<file path="src/rtl/load_pkg.sv">
// Shared load-unit definitions: RV32I load codes, FSM states and the trap rule.
// The trap rule is only used when LOAD_UNIT_MISALIGNED_TRAP_EN is defined.
package load_pkg;

    localparam logic [2:0] F3_LB  = 3'b000;
    localparam logic [2:0] F3_LH  = 3'b001;
    localparam logic [2:0] F3_LW  = 3'b010;
    localparam logic [2:0] F3_LBU = 3'b100;
    localparam logic [2:0] F3_LHU = 3'b101;

    typedef enum logic [1:0] {
        ST_IDLE,
        ST_REQ,
        ST_WAIT,
        ST_RESP
    } state_t;

    // A load traps when the access is misaligned for its size or the code is unlisted.
    function automatic logic load_trap(input logic [2:0] funct3, input logic [1:0] addr_lo);
        logic trap;
        case (funct3)
            F3_LB, F3_LBU: trap = 1'b0;
            F3_LH, F3_LHU: trap = addr_lo[0];
            F3_LW:         trap = (addr_lo != 2'b00);
            default:       trap = 1'b1;
        endcase
        return trap;
    endfunction

endpackage

</file>
<file path="src/rtl/load_extend.sv">
// Combinational byte/halfword lane select and sign/zero extension of a memory word.
module load_extend
    import load_pkg::*;
#(
    parameter int WIDTH = 32
) (
    input  logic [WIDTH-1:0] rdata,
    input  logic [1:0]       addr_lo,
    input  logic [2:0]       funct3,
    output logic [WIDTH-1:0] data
);

    logic [7:0]  byte_sel;
    logic [15:0] half_sel;

    function automatic logic [WIDTH-1:0] extend_byte(input logic [7:0] b, input logic is_signed);
        return {{(WIDTH-8){is_signed & b[7]}}, b};
    endfunction

    function automatic logic [WIDTH-1:0] extend_half(input logic [15:0] h, input logic is_signed);
        return {{(WIDTH-16){is_signed & h[15]}}, h};
    endfunction

    always_comb begin
        case (addr_lo)
            2'd0:    byte_sel = rdata[7:0];
            2'd1:    byte_sel = rdata[15:8];
            2'd2:    byte_sel = rdata[23:16];
            default: byte_sel = rdata[31:24];
        endcase
        half_sel = addr_lo[1] ? rdata[31:16] : rdata[15:0];
    end

    always_comb begin
        case (funct3)
            F3_LB:   data = extend_byte(byte_sel, 1'b1);
            F3_LBU:  data = extend_byte(byte_sel, 1'b0);
            F3_LH:   data = extend_half(half_sel, 1'b1);
            F3_LHU:  data = extend_half(half_sel, 1'b0);
            F3_LW:   data = rdata;
            // Unlisted codes only reach here when trapping is disabled; they load a word.
            default: data = rdata;
        endcase
    end

endmodule

</file>
<file path="src/rtl/load_unit.sv">
// RV32I load unit: one outstanding load, word-aligned memory read, lane extract and extend.
// Define LOAD_UNIT_MISALIGNED_TRAP_EN to report misaligned/illegal loads via rsp_error.
module load_unit
    import load_pkg::*;
#(
    parameter int               WIDTH       = 32,
    parameter int               ADDR_WIDTH  = 32,
    parameter logic [WIDTH-1:0] RESET_VALUE = '0
) (
    input  logic                  clk,
    input  logic                  reset,
    input  logic                  req_valid,
    output logic                  req_ready,
    input  logic [ADDR_WIDTH-1:0] req_addr,
    input  logic [2:0]            req_funct3,
    output logic                  mem_req,
    output logic [ADDR_WIDTH-1:0] mem_addr,
    input  logic                  mem_rvalid,
    input  logic [WIDTH-1:0]      mem_rdata,
    output logic                  rsp_valid,
    input  logic                  rsp_ready,
    output logic [WIDTH-1:0]      rsp_data,
    output logic                  rsp_error
);

    state_t                state;
    logic [ADDR_WIDTH-1:0] addr_q;
    logic [2:0]            funct3_q;
    logic [WIDTH-1:0]      ext_data;
    logic                  trap;

    assign req_ready = (state == ST_IDLE);
    assign mem_addr  = {addr_q[ADDR_WIDTH-1:2], 2'b00};

`ifdef LOAD_UNIT_MISALIGNED_TRAP_EN
    assign trap = load_trap(req_funct3, req_addr[1:0]);
`else
    assign trap = 1'b0;
`endif

    load_extend #(
        .WIDTH(WIDTH)
    ) u_extend (
        .rdata   (mem_rdata),
        .addr_lo (addr_q[1:0]),
        .funct3  (funct3_q),
        .data    (ext_data)
    );

    // Request fields are plain data: captured on acceptance, never reset.
    always_ff @(posedge clk) begin
        if (req_valid && req_ready) begin
            addr_q   <= req_addr;
            funct3_q <= req_funct3;
        end
    end

    always_ff @(posedge clk) begin
        if (reset) begin
            state     <= ST_IDLE;
            mem_req   <= 1'b0;
            rsp_valid <= 1'b0;
            rsp_error <= 1'b0;
            rsp_data  <= RESET_VALUE;
        end else begin
            case (state)
                ST_IDLE: begin
                    if (req_valid) begin
                        if (trap) begin
                            state     <= ST_RESP;
                            rsp_valid <= 1'b1;
                            rsp_error <= 1'b1;
                            rsp_data  <= '0;
                        end else begin
                            state   <= ST_REQ;
                            mem_req <= 1'b1;
                        end
                    end
                end
                ST_REQ: begin
                    mem_req <= 1'b0;
                    state   <= ST_WAIT;
                end
                ST_WAIT: begin
                    if (mem_rvalid) begin
                        rsp_data  <= ext_data;
                        rsp_error <= 1'b0;
                        rsp_valid <= 1'b1;
                        state     <= ST_RESP;
                    end
                end
                ST_RESP: begin
                    // Handoff returns to IDLE; acceptance of the next load waits a cycle.
                    if (rsp_ready) begin
                        rsp_valid <= 1'b0;
                        rsp_error <= 1'b0;
                        state     <= ST_IDLE;
                    end
                end
                default: begin
                    state   <= ST_IDLE;
                    mem_req <= 1'b0;
                end
            endcase
        end
    end

endmodule

</file>
<file path="config.mk">
export PLATFORM = sky130hd
export DESIGN_NAME = load_unit
export DESIGN_NICKNAME = d
export VERILOG_FILES = /design/src/rtl/load_pkg.sv /design/src/rtl/load_extend.sv /design/src/rtl/load_unit.sv
export SDC_FILE = /design/constraint.sdc
export NUM_CORES = 1
export LEC_CHECK = 0
export CAP_MARGIN = 10
export CORE_MARGIN = 4
export CORE_UTILIZATION = 48
export CTS_CLUSTER_SIZE = 20
export DETAILED_ROUTE_END_ITERATION = 8
export MAX_ROUTING_LAYER = met4
export PLACE_DENSITY = 0.9
export SYNTH_ARGS = -nofsm -noshare
export SYNTH_HDL_FRONTEND = slang
export SYNTH_HIERARCHICAL = 1
export SYNTH_SLANG_ARGS = --single-unit
</file>
<file path="constraint.sdc">
create_clock -name clk -period 3.2 [get_ports clk]
set_input_delay 0.64 -clock clk [delete_from_list [all_inputs] [get_ports clk]]
set_output_delay 0.64 -clock clk [all_outputs]
set_load 0.02 [all_outputs]
</file>
==> flow_metrics.env, run 1 <==
export IMPL_route_detailed_drc=0
export IMPL_postRouteAntennaNets=0
export IMPL_reg2reg_depth=5
export IMPL_route_final_wire_length_um=9460
export IMPL_final_setup_skew_ns=0.01146
export IMPL_design_power_total_w=0.003311
export IMPL_timing_critical_path_required_ns=3.40
export IMPL_detailed_place_hpwl_um=6905
export IMPL_intPower_w=0.002211
export IMPL_io_pins=140
export IMPL_worst_setup_path_start_kind="flop"
export IMPL_post_drt_via_cell_ratio=5.315
export IMPL_post_synthesis_cell_area_um2=3646
export IMPL_period_share=0.7362
export IMPL_multiInputGateArea_um2=1411
export IMPL_critical_path_endpoint_type="flop"
export IMPL_cts_hold_buffers_added=0
export IMPL_cts_resized=0
export IMPL_clockPowerShare=0.268
export IMPL_timing_setup_tns_ns=0
export IMPL_holdCritPathClass="flop to flop"
export IMPL_detail_route_first_pass_iterations=6
export IMPL_hold_path_cell_count=2
export IMPL_setup_viol=0
export IMPL_powerDensity_nw_per_um2=661.8
export IMPL_number_of_buffers_between_clock_root_and_the_deepest_sink=2
export IMPL_net_sw_power_w=0.001100
export IMPL_final_cell_mix="136 x sky130_fd_sc_hd__clkdlybuf4s50_1, 73 x sky130_fd_sc_hd__nand2_1, 49 x sky130_fd_sc_hd__a21oi_1, 36 x sky130_fd_sc_hd__dfxtp_1, 35 x sky130_fd_sc_hd__edfxtp_1"
export IMPL_synth_top_area_cell="sky130_fd_sc_hd__edfxtp_1"
export IMPL_setup_worst_path_start="addr_q[1]$_DFFE_PP_"
export IMPL_floorplan_die_area_um2=9054
export IMPL_critPathMaxFanout=29
export IMPL_synth_seq_area_share=0.4859
export IMPL_synth_lib_cells_used_distinct=38
export IMPL_drive_gt1_frac=0.06596
export IMPL_status="complete, no violations"
export IMPL_finalNetCount=542
export IMPL_hold_viol_final=0
export IMPL_insertedDiodeCount=0
export IMPL_port_buffer_count=136
export IMPL_grt_ovfl_total=0
export IMPL_yosys_warnings=6
export IMPL_number_of_global_route_vias_before_repair=2836
export IMPL_synth_top_cells_by_area="sky130_fd_sc_hd__edfxtp_1 29%, sky130_fd_sc_hd__dfxtp_1 20%, sky130_fd_sc_hd__buf_4 7.6%"
export IMPL_area_growth_synth_to_final_pct=37.20
export IMPL_coreArea_um2=7331
export IMPL_cts_root_buf="sky130_fd_sc_hd__clkbuf_8"
export IMPL_irDropWorstVdd_v=0.0002962
export IMPL_post_cts_setup_driven_buffer_insertion_count=0
export IMPL_finalMaxSlewViolations=0
export IMPL_synth_ff_latch_count=71
export IMPL_clkSlewWorstSetupHoldPaths_ns=0.08
export IMPL_arrival_ns=2.55
export IMPL_total_leakage_power_nw=1.793
export IMPL_cap_viol_max_count=0
export IMPL_chipHeight_um=95.16
export IMPL_dr_total_vias=3024
export IMPL_fmax_mhz=424.5
export IMPL_floorplan_initialDensity=0.4974
export IMPL_clock_sink_count=71
export IMPL_layout_commonest_cell="sky130_fd_sc_hd__clkdlybuf4s50_1"
export IMPL_globalplace_congestion=0.8982
export IMPL_clock_latency_ns=0.34
export IMPL_rsz_0062_raised_after_global_routing="no"
export IMPL_critical_path_class="flop to flop"
export IMPL_die_w_um=95.16
export IMPL_worst_pin_slew_ns=1.030
export IMPL_first_iter_violations=298
export IMPL_tritoncts_clock_tree="done"
export IMPL_holdCritStartpoint="rsp_data[22]$_SDFFE_PP0P_"
export IMPL_num_fill_cells=551
export IMPL_timing_slew_headroom=0.3131
export IMPL_grt_first_pass_wirelength_um=14140
export IMPL_rr_startpoint="addr_q[1]$_DFFE_PP_"
export IMPL_syn_instance_count=371
export IMPL_cts_buffers=9
export IMPL_routedWlPerCell_um=16.63
export IMPL_seqPwrFrac=0.380
export IMPL_placementRows=31
export IMPL_seq_area_um2=1772
export IMPL_clock_tree_htree_level_count=3
export IMPL_grt_use_total=0.2080
export IMPL_syn_area_per_cell_um2=9.827
export IMPL_grt_antenna_before_repair=0
export IMPL_power_switching_fraction=0.3323
export IMPL_min_period_ns=2.356
export IMPL_synthDominantCellAreaShare=0.2883
export IMPL_grt_start_max_net_pins=37
export IMPL_power_combinational_fraction=0.352
==> Yosys cell counts <==
cell type / n
sky130_fd_sc_hd__and2_1: 1
sky130_fd_sc_hd__buf_6: 6
sky130_fd_sc_hd__mux2i_1: 3
sky130_fd_sc_hd__nor2b_1: 11
sky130_fd_sc_hd__clkbuf_2: 1
sky130_fd_sc_hd__nand2_1: 73
sky130_fd_sc_hd__o22ai_1: 16
sky130_fd_sc_hd__buf_4: 37
sky130_fd_sc_hd__dfxtp_1: 36
sky130_fd_sc_hd__mux4_1: 7
sky130_fd_sc_hd__ha_1: 5
sky130_fd_sc_hd__o21bai_1: 1
sky130_fd_sc_hd__a221oi_1: 2
sky130_fd_sc_hd__clkbuf_1: 5
sky130_fd_sc_hd__o221ai_2: 4
sky130_fd_sc_hd__o2bb2ai_1: 1
sky130_fd_sc_hd__a2111oi_0: 1
sky130_fd_sc_hd__edfxtp_1: 35
sky130_fd_sc_hd__o221ai_1: 3
sky130_fd_sc_hd__or2_2: 1
sky130_fd_sc_hd__buf_2: 9
sky130_fd_sc_hd__mux2_4: 2
sky130_fd_sc_hd__inv_1: 12
sky130_fd_sc_hd__a211o_1: 1
sky130_fd_sc_hd__conb_1: 1
sky130_fd_sc_hd__o21ai_0: 3
sky130_fd_sc_hd__a21oi_1: 49
sky130_fd_sc_hd__o31a_1: 1
sky130_fd_sc_hd__nand2b_1: 3
sky130_fd_sc_hd__and2_2: 1
sky130_fd_sc_hd__inv_2: 1
sky130_fd_sc_hd__buf_1: 1
sky130_fd_sc_hd__a311oi_1: 7
sky130_fd_sc_hd__a211oi_1: 1
sky130_fd_sc_hd__a22oi_4: 1
sky130_fd_sc_hd__nor2_1: 27
sky130_fd_sc_hd__nor2b_4: 1
sky130_fd_sc_hd__clkinv_1: 1
==> power groups by stage <==
stage               Combinational [W]  Clock, W  Sequential (W)
detailed placement            0.00115         0         0.00128
CTS                           0.00116  0.000899         0.00126
floorplan                    0.000816         0         0.00128
global placement              0.00113         0         0.00127
finish                        0.00116  0.000887         0.00126
global route                  0.00125  0.000937         0.00128
==> per-stage QoR <==
step | hold slack [ns] | cell area (µm²) | util | std cells | worst slack [ns]
after CTS | 0.4587 | 5002 | 0.6824 | 569 | 0.8991
after detailed placement | 0.4474 | 4751 | 0.6481 | 553 | 0.7120
after global placement | 0.4449 | 4751 | 0.6481 | 553 | 0.7538
final | 0.4567 | 5002 | 0.6824 | 569 | 0.8441
after floorplan | 0.4843 | 3654 | - | 373 | 1.522
after global routing | 0.4747 | 5002 | 0.6824 | 569 | 0.7006
==> registers in the layout, indices dropped and copies added (netlist names) <==
name / cells
addr_q: 32
rsp_data: 32
funct3_q: 3
state: 2
mem_req: 1
rsp_valid: 1
==> layer usage <==
metal  GRT usage  wire, µm
met4     0.06731       187
met1      0.2564      3771
met3     0.05051       661
met2      0.3364      4839
met5           -         0
==> worst max-delay path: stages (launching register included) <==
cell,delay [ns]
sky130_fd_sc_hd__edfxtp_1,1.03
sky130_fd_sc_hd__nor2_1,0.22
sky130_fd_sc_hd__a22oi_4,0.61
sky130_fd_sc_hd__a221oi_1,0.20
sky130_fd_sc_hd__nand2_1,0.09
sky130_fd_sc_hd__a21oi_1,0.05
==> cell families after synthesis <==
group / after synthesis / synth area share
simple gates: 118 / 0.1362
compound gates: 91 / 0.1637
buf+inv: 73 / 0.1290
flops: 71 / 0.4859
mux: 12 / 0.06692
fa+ha+maj: 5 / 0.01716
other cells: 1 / 0.001029
==> final cells by class <==
class,instances,share of cell area
Inverter,14,0.01051
Clock buffer,9,0.02476
Sequential cell,71,0.3542
Timing Repair Buffer,140,0.2781
Tap cell,99,0.02476
Multi-Input combinational cell,229,0.2821
Clock inverter,7,0.02551
==> path summary, 6_finish.rpt <==
check	endpoint	slack [ns]
worst max-delay path	rsp_data[15]$_SDFFE_PP0P_	0.84
worst min register to register	rsp_data[22]$_SDFFE_PP0P_	0.46
worst max register to register	rsp_data[15]$_SDFFE_PP0P_	0.84
worst min-delay path	rsp_data[22]$_SDFFE_PP0P_	0.46
Note: power is estimated with default switching activity, not from simulation.
==> inputs of run 2 (changes only) <==
Settings changed: CORE_UTILIZATION 48 to 40, PLACE_DENSITY 0.9 to 0.8.
Clock period 3.2 ns to 1.9 ns, I/O delays scaled along.
==> run 2 against run 1 <==
  * First-iteration DRC count decreased by 3.7%
  * Routed wire length grew 7.4%
  * Critical path depth is 1 higher
  * Hold slack gained 0.00067 ns
  * Critical endpoint is now rsp_data[19]$_SDFFE_PP0P_
==> flow_metrics.env, run 2 (synthesis gave the netlist of run 1 again) <==
export IMPL_floorplan_initialDensity=0.4140
export IMPL_net_sw_power_w=0.001900
export IMPL_tritoncts_clock_tree="done"
export IMPL_grtUsageMet3=0.05298
export IMPL_powerDensity_nw_per_um2=1070
export IMPL_period_share=0.9401
export IMPL_dr_total_vias=3143
export IMPL_io_pins=140
export IMPL_route_final_wire_length_um=10160
export IMPL_num_fill_cells=740
export IMPL_worst_setup_path_start_kind="flop"
export IMPL_critical_path_class="flop to flop"
export IMPL_routedWlPerCell_um=16.82
export IMPL_hold_viol_final=0
export IMPL_number_of_buffers_between_clock_root_and_the_deepest_sink=2
export IMPL_placementRows=34
export IMPL_seqPwrFrac=0.367
export IMPL_insertedDiodeCount=0
export IMPL_fmax_mhz=559.8
export IMPL_cts_hold_buffers_added=0
export IMPL_setup_viol=0
export IMPL_timing_setup_tns_ns=0
export IMPL_power_switching_fraction=0.3379
export IMPL_number_of_global_route_vias_before_repair=2992
export IMPL_design_power_total_w=0.005623
export IMPL_clock_sink_count=71
export IMPL_hold_path_cell_count=2
export IMPL_rr_startpoint="addr_q[0]$_DFFE_PP_"
export IMPL_grt_busiest_layer="met2"
export IMPL_chipHeight_um=103.5
export IMPL_clock_latency_ns=0.34
export IMPL_clockPowerShare=0.239
export IMPL_route_detailed_drc=0
export IMPL_holdCritStartpoint="rsp_data[10]$_SDFFE_PP0P_"
export IMPL_grt_first_pass_wirelength_um=15210
export IMPL_area_growth_synth_to_final_pct=44.13
export IMPL_final_setup_skew_ns=0.01182
export IMPL_intPower_w=0.003723
export IMPL_first_iter_violations=287
export IMPL_coreArea_um2=8806
export IMPL_grt_antenna_before_repair=0
export IMPL_floorplan_die_area_um2=10710
export IMPL_critPathMaxFanout=13
export IMPL_critPathTopFamily="flip-flops"
export IMPL_finalMaxSlewViolations=0
export IMPL_post_drt_via_cell_ratio=5.204
export IMPL_cts_root_buf="sky130_fd_sc_hd__clkbuf_8"
export IMPL_cp_slowest_stage_delay_ns=0.62
export IMPL_cap_viol_max_count=0
export IMPL_detailed_place_hpwl_um=7759
export IMPL_critical_path_endpoint_type="flop"
export IMPL_port_buffer_count=136
export IMPL_postRouteAntennaNets=0
export IMPL_use_met2=0.2877
export IMPL_clkSlewWorstSetupHoldPaths_ns=0.08
export IMPL_rsz_0062_raised_after_global_routing="no"
export IMPL_clock_tree_htree_level_count=3
export IMPL_drive_gt1_frac=0.1149
export IMPL_worst_r2r_endpoint="rsp_data[19]$_SDFFE_PP0P_"
export IMPL_finalNetCount=568
export IMPL_power_combinational_fraction=0.394
export IMPL_globalRouteMet1Util=0.2475
export IMPL_irDropWorstVdd_v=0.0004177
export IMPL_min_period_ns=1.786
export IMPL_final_cell_mix="135 x sky130_fd_sc_hd__clkdlybuf4s50_1, 73 x sky130_fd_sc_hd__nand2_1, 49 x sky130_fd_sc_hd__a21oi_1, 36 x sky130_fd_sc_hd__dfxtp_1, 35 x sky130_fd_sc_hd__edfxtp_1"
export IMPL_holdCritPathClass="flop to flop"
export IMPL_master_of_the_slowest_instance_on_the_critical_path="sky130_fd_sc_hd__edfxtp_1"
export IMPL_grt_use_total=0.1909
export IMPL_grt_ovfl_total=0
export IMPL_grt_start_max_net_pins=38
export IMPL_layout_commonest_cell="sky130_fd_sc_hd__clkdlybuf4s50_1"
export IMPL_cts_buffers=9
export IMPL_total_leakage_power_nw=1.921
export IMPL_reg2reg_depth=6
export IMPL_timing_critical_path_required_ns=2.12
export IMPL_status="complete, no violations"
export IMPL_globalplace_congestion=0.9183
export IMPL_setup_reg_to_reg_worst_slack_ns=0.11
export IMPL_worst_hold_path_endpoint="rsp_data[10]$_SDFFE_PP0P_"
export IMPL_detail_route_first_pass_iterations=7
export IMPL_largest_registers="addr_q: 32 flops, rsp_data: 32 flops, funct3_q: 3 flops"
export IMPL_arrival_ns=2.01
export IMPL_worstPathBufferInverterCount=1
export IMPL_die_w_um=103.5
export IMPL_post_cts_setup_driven_buffer_insertion_count=0
export IMPL_path_cells="mux2_4, a22oi_4, buf_4, o22ai_1, nand2_1, a21oi_1"
## run 2: cell types whose count changed in the layout (fill, tap and decap cells not counted)
| cell | previous run | this run |
|---|---|---|
| sky130_fd_sc_hd__dlygate4sd2_1 | 0 | 1 |
| sky130_fd_sc_hd__bufinv_16 | 3 | 2 |
| sky130_fd_sc_hd__clkinv_4 | 2 | 1 |
| sky130_fd_sc_hd__clkinvlp_4 | 0 | 3 |
| sky130_fd_sc_hd__clkdlybuf4s50_1 | 136 | 135 |
| sky130_fd_sc_hd__buf_12 | 0 | 6 |
| sky130_fd_sc_hd__inv_8 | 1 | 0 |
| sky130_fd_sc_hd__buf_4 | 4 | 24 |
## run 2: stage by stage
stage	setup slack [ns]	instance area, µm²	hold WS (ns)	instances	util
after detailed placement	-0.02531	5032	0.4491	588	0.5715
final	0.1137	5255	0.4574	604	0.5968
after CTS	0.1182	5251	0.4604	604	0.5963
after global routing	0.04885	5255	0.4814	604	0.5968
after global placement	-0.005224	5032	0.4456	588	0.5715
after floorplan	0.2225	3654	0.4789	373	-
## run 2: layout make-up
type,count,area (µm²),share of cell area
Clock buffer,9,123.9,0.02357
Clock inverter,7,96.34,0.01833
Inverter,14,56.30,0.01071
Multi-Input combinational cell,229,1411,0.2686
Sequential cell,71,1772,0.3371
Tap cell,108,135.1,0.02571
Timing Repair Buffer,166,1660,0.3160
## run 2: power by group through the flow
stage	logic [W]	registers, W	clock network [W]
floorplan	0.00137	0.00216	0
detailed placement	0.00222	0.00210	0
global route	0.00239	0.00210	0.00144
CTS	0.00222	0.00207	0.00137
finish	0.00222	0.00206	0.00134
global placement	0.00219	0.00209	0
## run 2: worst max-delay path by stage
stage	from	end	cells after the start
detailed placement	mem_rdata[31]	rsp_data[14]$_SDFFE_PP0P_	7
global placement	mem_rdata[15]	rsp_data[25]$_SDFFE_PP0P_	7
global route	addr_q[0]$_DFFE_PP_	rsp_data[14]$_SDFFE_PP0P_	6
finish	addr_q[0]$_DFFE_PP_	rsp_data[19]$_SDFFE_PP0P_	6
CTS	addr_q[0]$_DFFE_PP_	rsp_data[11]$_SDFFE_PP0P_	6
floorplan	state[0]$_SDFFE_PP0P_	addr_q[0]$_DFFE_PP_	3
## run 2: tightest hold or removal path, cell delays in order, from the launching register on
cell	delay, ns
sky130_fd_sc_hd__dfxtp_1	0.32
sky130_fd_sc_hd__nand2_1	0.05
sky130_fd_sc_hd__a21oi_1	0.05
## run 2: timing repair
item                                    CTS  global route
gates resized for setup                   1             1
endpoints found under the setup margin    1             1
endpoints found under the hold margin     0             0
## run 2: per-layer routing
metal  vias to the layer above  wire length, µm
met3                        14             1202
met5                         -                0
met1                      1451             4324
met4                         0              186
met2                       167             4448
li1                       1511                -
==> inputs of run 3 (changes only) <==
Settings changed: MAX_ROUTING_LAYER met4 to unset.
==> run 3 against run 2 <==
  * Cell area about the same
  * Global-route usage decreased by 0.72 points
  * Core utilization about the same
  * Maximum frequency decreased by 0.62%
  * Combinational power about the same
  * Die area unchanged
  * Clock power about the same
  * Via count decreased by 0.95%
  * Total power about the same
  * Cell count increased by 0.33%
  * Largest cell class unchanged
  * Largest power group unchanged
==> flow_metrics.env, run 3 (synthesis gave the netlist of run 1 again) <==
export IMPL_status="complete, no violations"
export IMPL_design_power_total_w=0.005622
export IMPL_largest_registers="addr_q: 32 flops, rsp_data: 32 flops, funct3_q: 3 flops"
export IMPL_die_w_um=103.5
export IMPL_timing_hold_ws_ns=0.4576
export IMPL_floorplan_initialDensity=0.4140
export IMPL_period_share=0.9460
export IMPL_clock_sink_count=71
export IMPL_coreArea_um2=8806
export IMPL_grt_first_pass_wirelength_um=15290
export IMPL_clock_latency_ns=0.34
export IMPL_layoutNonFillerInstCount=606
export IMPL_route_detailed_drc=0
export IMPL_clkSlewWorstSetupHoldPaths_ns=0.08
export IMPL_fmax_mhz=556.4
export IMPL_grt_antenna_before_repair=0
export IMPL_area_growth_synth_to_final_pct=44.20
export IMPL_critical_path_class="flop to flop"
export IMPL_reg2reg_depth=5
export IMPL_final_cell_mix="135 x sky130_fd_sc_hd__clkdlybuf4s50_1, 73 x sky130_fd_sc_hd__nand2_1, 49 x sky130_fd_sc_hd__a21oi_1, 36 x sky130_fd_sc_hd__dfxtp_1, 35 x sky130_fd_sc_hd__edfxtp_1"
export IMPL_powerDensity_nw_per_um2=1069
export IMPL_arrival_ns=2.06
export IMPL_hold_viol_final=0
export IMPL_postRouteAntennaNets=0
export IMPL_tritoncts_clock_tree="done"
export IMPL_post_drt_via_cell_ratio=5.137
export IMPL_min_period_ns=1.797
export IMPL_detailed_place_hpwl_um=7838
export IMPL_finalNetCount=570
export IMPL_chipHeight_um=103.5
export IMPL_dpl_cell_count=590
export IMPL_io_pins=140
export IMPL_clock_tree_htree_level_count=3
export IMPL_placedInstanceArea_um2=5035
export IMPL_hold_path_cell_count=2
export IMPL_insertedDiodeCount=0
export IMPL_layout_commonest_cell="sky130_fd_sc_hd__clkdlybuf4s50_1"
export IMPL_cts_root_buf="sky130_fd_sc_hd__clkbuf_8"
export IMPL_grt_ovfl_total=0
export IMPL_grt_use_total=0.1837
export IMPL_route_final_wire_length_um=10100
export IMPL_dr_total_vias=3113
export IMPL_timing_setup_tns_ns=0
export IMPL_detail_route_first_pass_iterations=5
export IMPL_holdCritPathClass="flop to flop"
export IMPL_globalplace_congestion=0.9047
export IMPL_irDropWorstVdd_v=0.0004928
export IMPL_stdcell_area_um2=5258
export IMPL_placementRows=34
export IMPL_finalMaxSlewViolations=0
export IMPL_first_iter_violations=275
export IMPL_worst_setup_path_start_kind="flop"
export IMPL_critPathMaxFanout=21
export IMPL_number_of_buffers_between_clock_root_and_the_deepest_sink=2
export IMPL_grt_start_max_net_pins=35
export IMPL_final_setup_skew_ns=0.01174
export IMPL_critical_path_endpoint_type="flop"
export IMPL_cts_hold_buffers_added=0
export IMPL_post_cts_setup_driven_buffer_insertion_count=0
export IMPL_total_leakage_power_nw=1.926
export IMPL_setup_viol=0
export IMPL_floorplan_die_area_um2=10710
export IMPL_routedWlPerCell_um=16.67
export IMPL_cts_buffers=9
export IMPL_cap_viol_max_count=0
export IMPL_drive_gt1_frac=0.1185
export IMPL_timing_critical_path_required_ns=2.16
export IMPL_number_of_global_route_vias_before_repair=3100
export IMPL_port_buffer_count=136
[run 3: changes by cell type in the layout (fill, tap and decap cells not counted)]
cell	delta
sky130_fd_sc_hd__buf_4	+3
sky130_fd_sc_hd__buf_12	-1
sky130_fd_sc_hd__clkbuf_1	+1
sky130_fd_sc_hd__clkinv_1	-1
sky130_fd_sc_hd__clkinv_4	-1
sky130_fd_sc_hd__inv_6	+1
[run 3: final timing paths]
| kind | from | to | slack (ns) |
|---|---|---|---|
| worst max register to register | funct3_q[1]$_DFFE_PP_ | rsp_data[6]$_SDFFE_PP0P_ | 0.10 |
| worst min register to register | rsp_data[2]$_SDFFE_PP0P_ | rsp_data[2]$_SDFFE_PP0P_ | 0.46 |
| worst min-delay path | rsp_data[2]$_SDFFE_PP0P_ | rsp_data[2]$_SDFFE_PP0P_ | 0.46 |
| worst max-delay path | funct3_q[1]$_DFFE_PP_ | rsp_data[6]$_SDFFE_PP0P_ | 0.10 |
[run 3: power by group]
part           switching [W]  internal, W  total [W]  leakage (nW)
Clock               0.000593     0.000750    0.00134         0.104
Combinational        0.00116      0.00106    0.00221          1.20
Sequential          0.000139      0.00193    0.00207         0.623
Total                0.00189      0.00373    0.00562          1.93
[run 3: repair_timing]
action / CTS / global route
gates cloned: 0 / 0
setup endpoints to repair: 1 / 14
gates resized for setup: 1 / 1
[run 3: stage by stage]
| stage | setup WS (ns) | util |
|---|---|---|
| 6_report | 0.1026 | 0.5970 |
| 4_1_cts | 0.1008 | 0.5966 |
| 3_5_place_dp | -0.01668 | 0.5718 |
| 2_1_floorplan | 0.2225 | - |
| 3_3_place_gp | -0.01005 | 0.5718 |
| 5_1_grt | -0.002168 | 0.5970 |
[run 3: metal layers]
layer / GRT usage / part of all wire
met1: 0.2399 / 0.42
met2: 0.2985 / 0.47
met3: 0.04762 / 0.11
met4: 0.05777 / 0.0036
met5: 0 / 0
[run 3: worst max-delay path: stages, from the launching register on]
cell and delay [ns]:
sky130_fd_sc_hd__edfxtp_1 0.53, sky130_fd_sc_hd__or2_2 0.48, sky130_fd_sc_hd__nor2_1 0.10, sky130_fd_sc_hd__a311oi_1 0.40, sky130_fd_sc_hd__nand2_1 0.10, sky130_fd_sc_hd__a21oi_1 0.13
[run 3: area by class of cell]
| cell class | count | area, µm² |
|---|---|---|
| fill | 753 | 3548 |
| sequential | 71 | 1772 |
| timing repair buffer | 168 | 1663 |
| inverter | 14 | 56.30 |
| clock inverter | 6 | 92.59 |
| tap | 108 | 135.1 |
| clock buffer | 10 | 127.6 |
| multi-input combinational | 229 | 1411 |
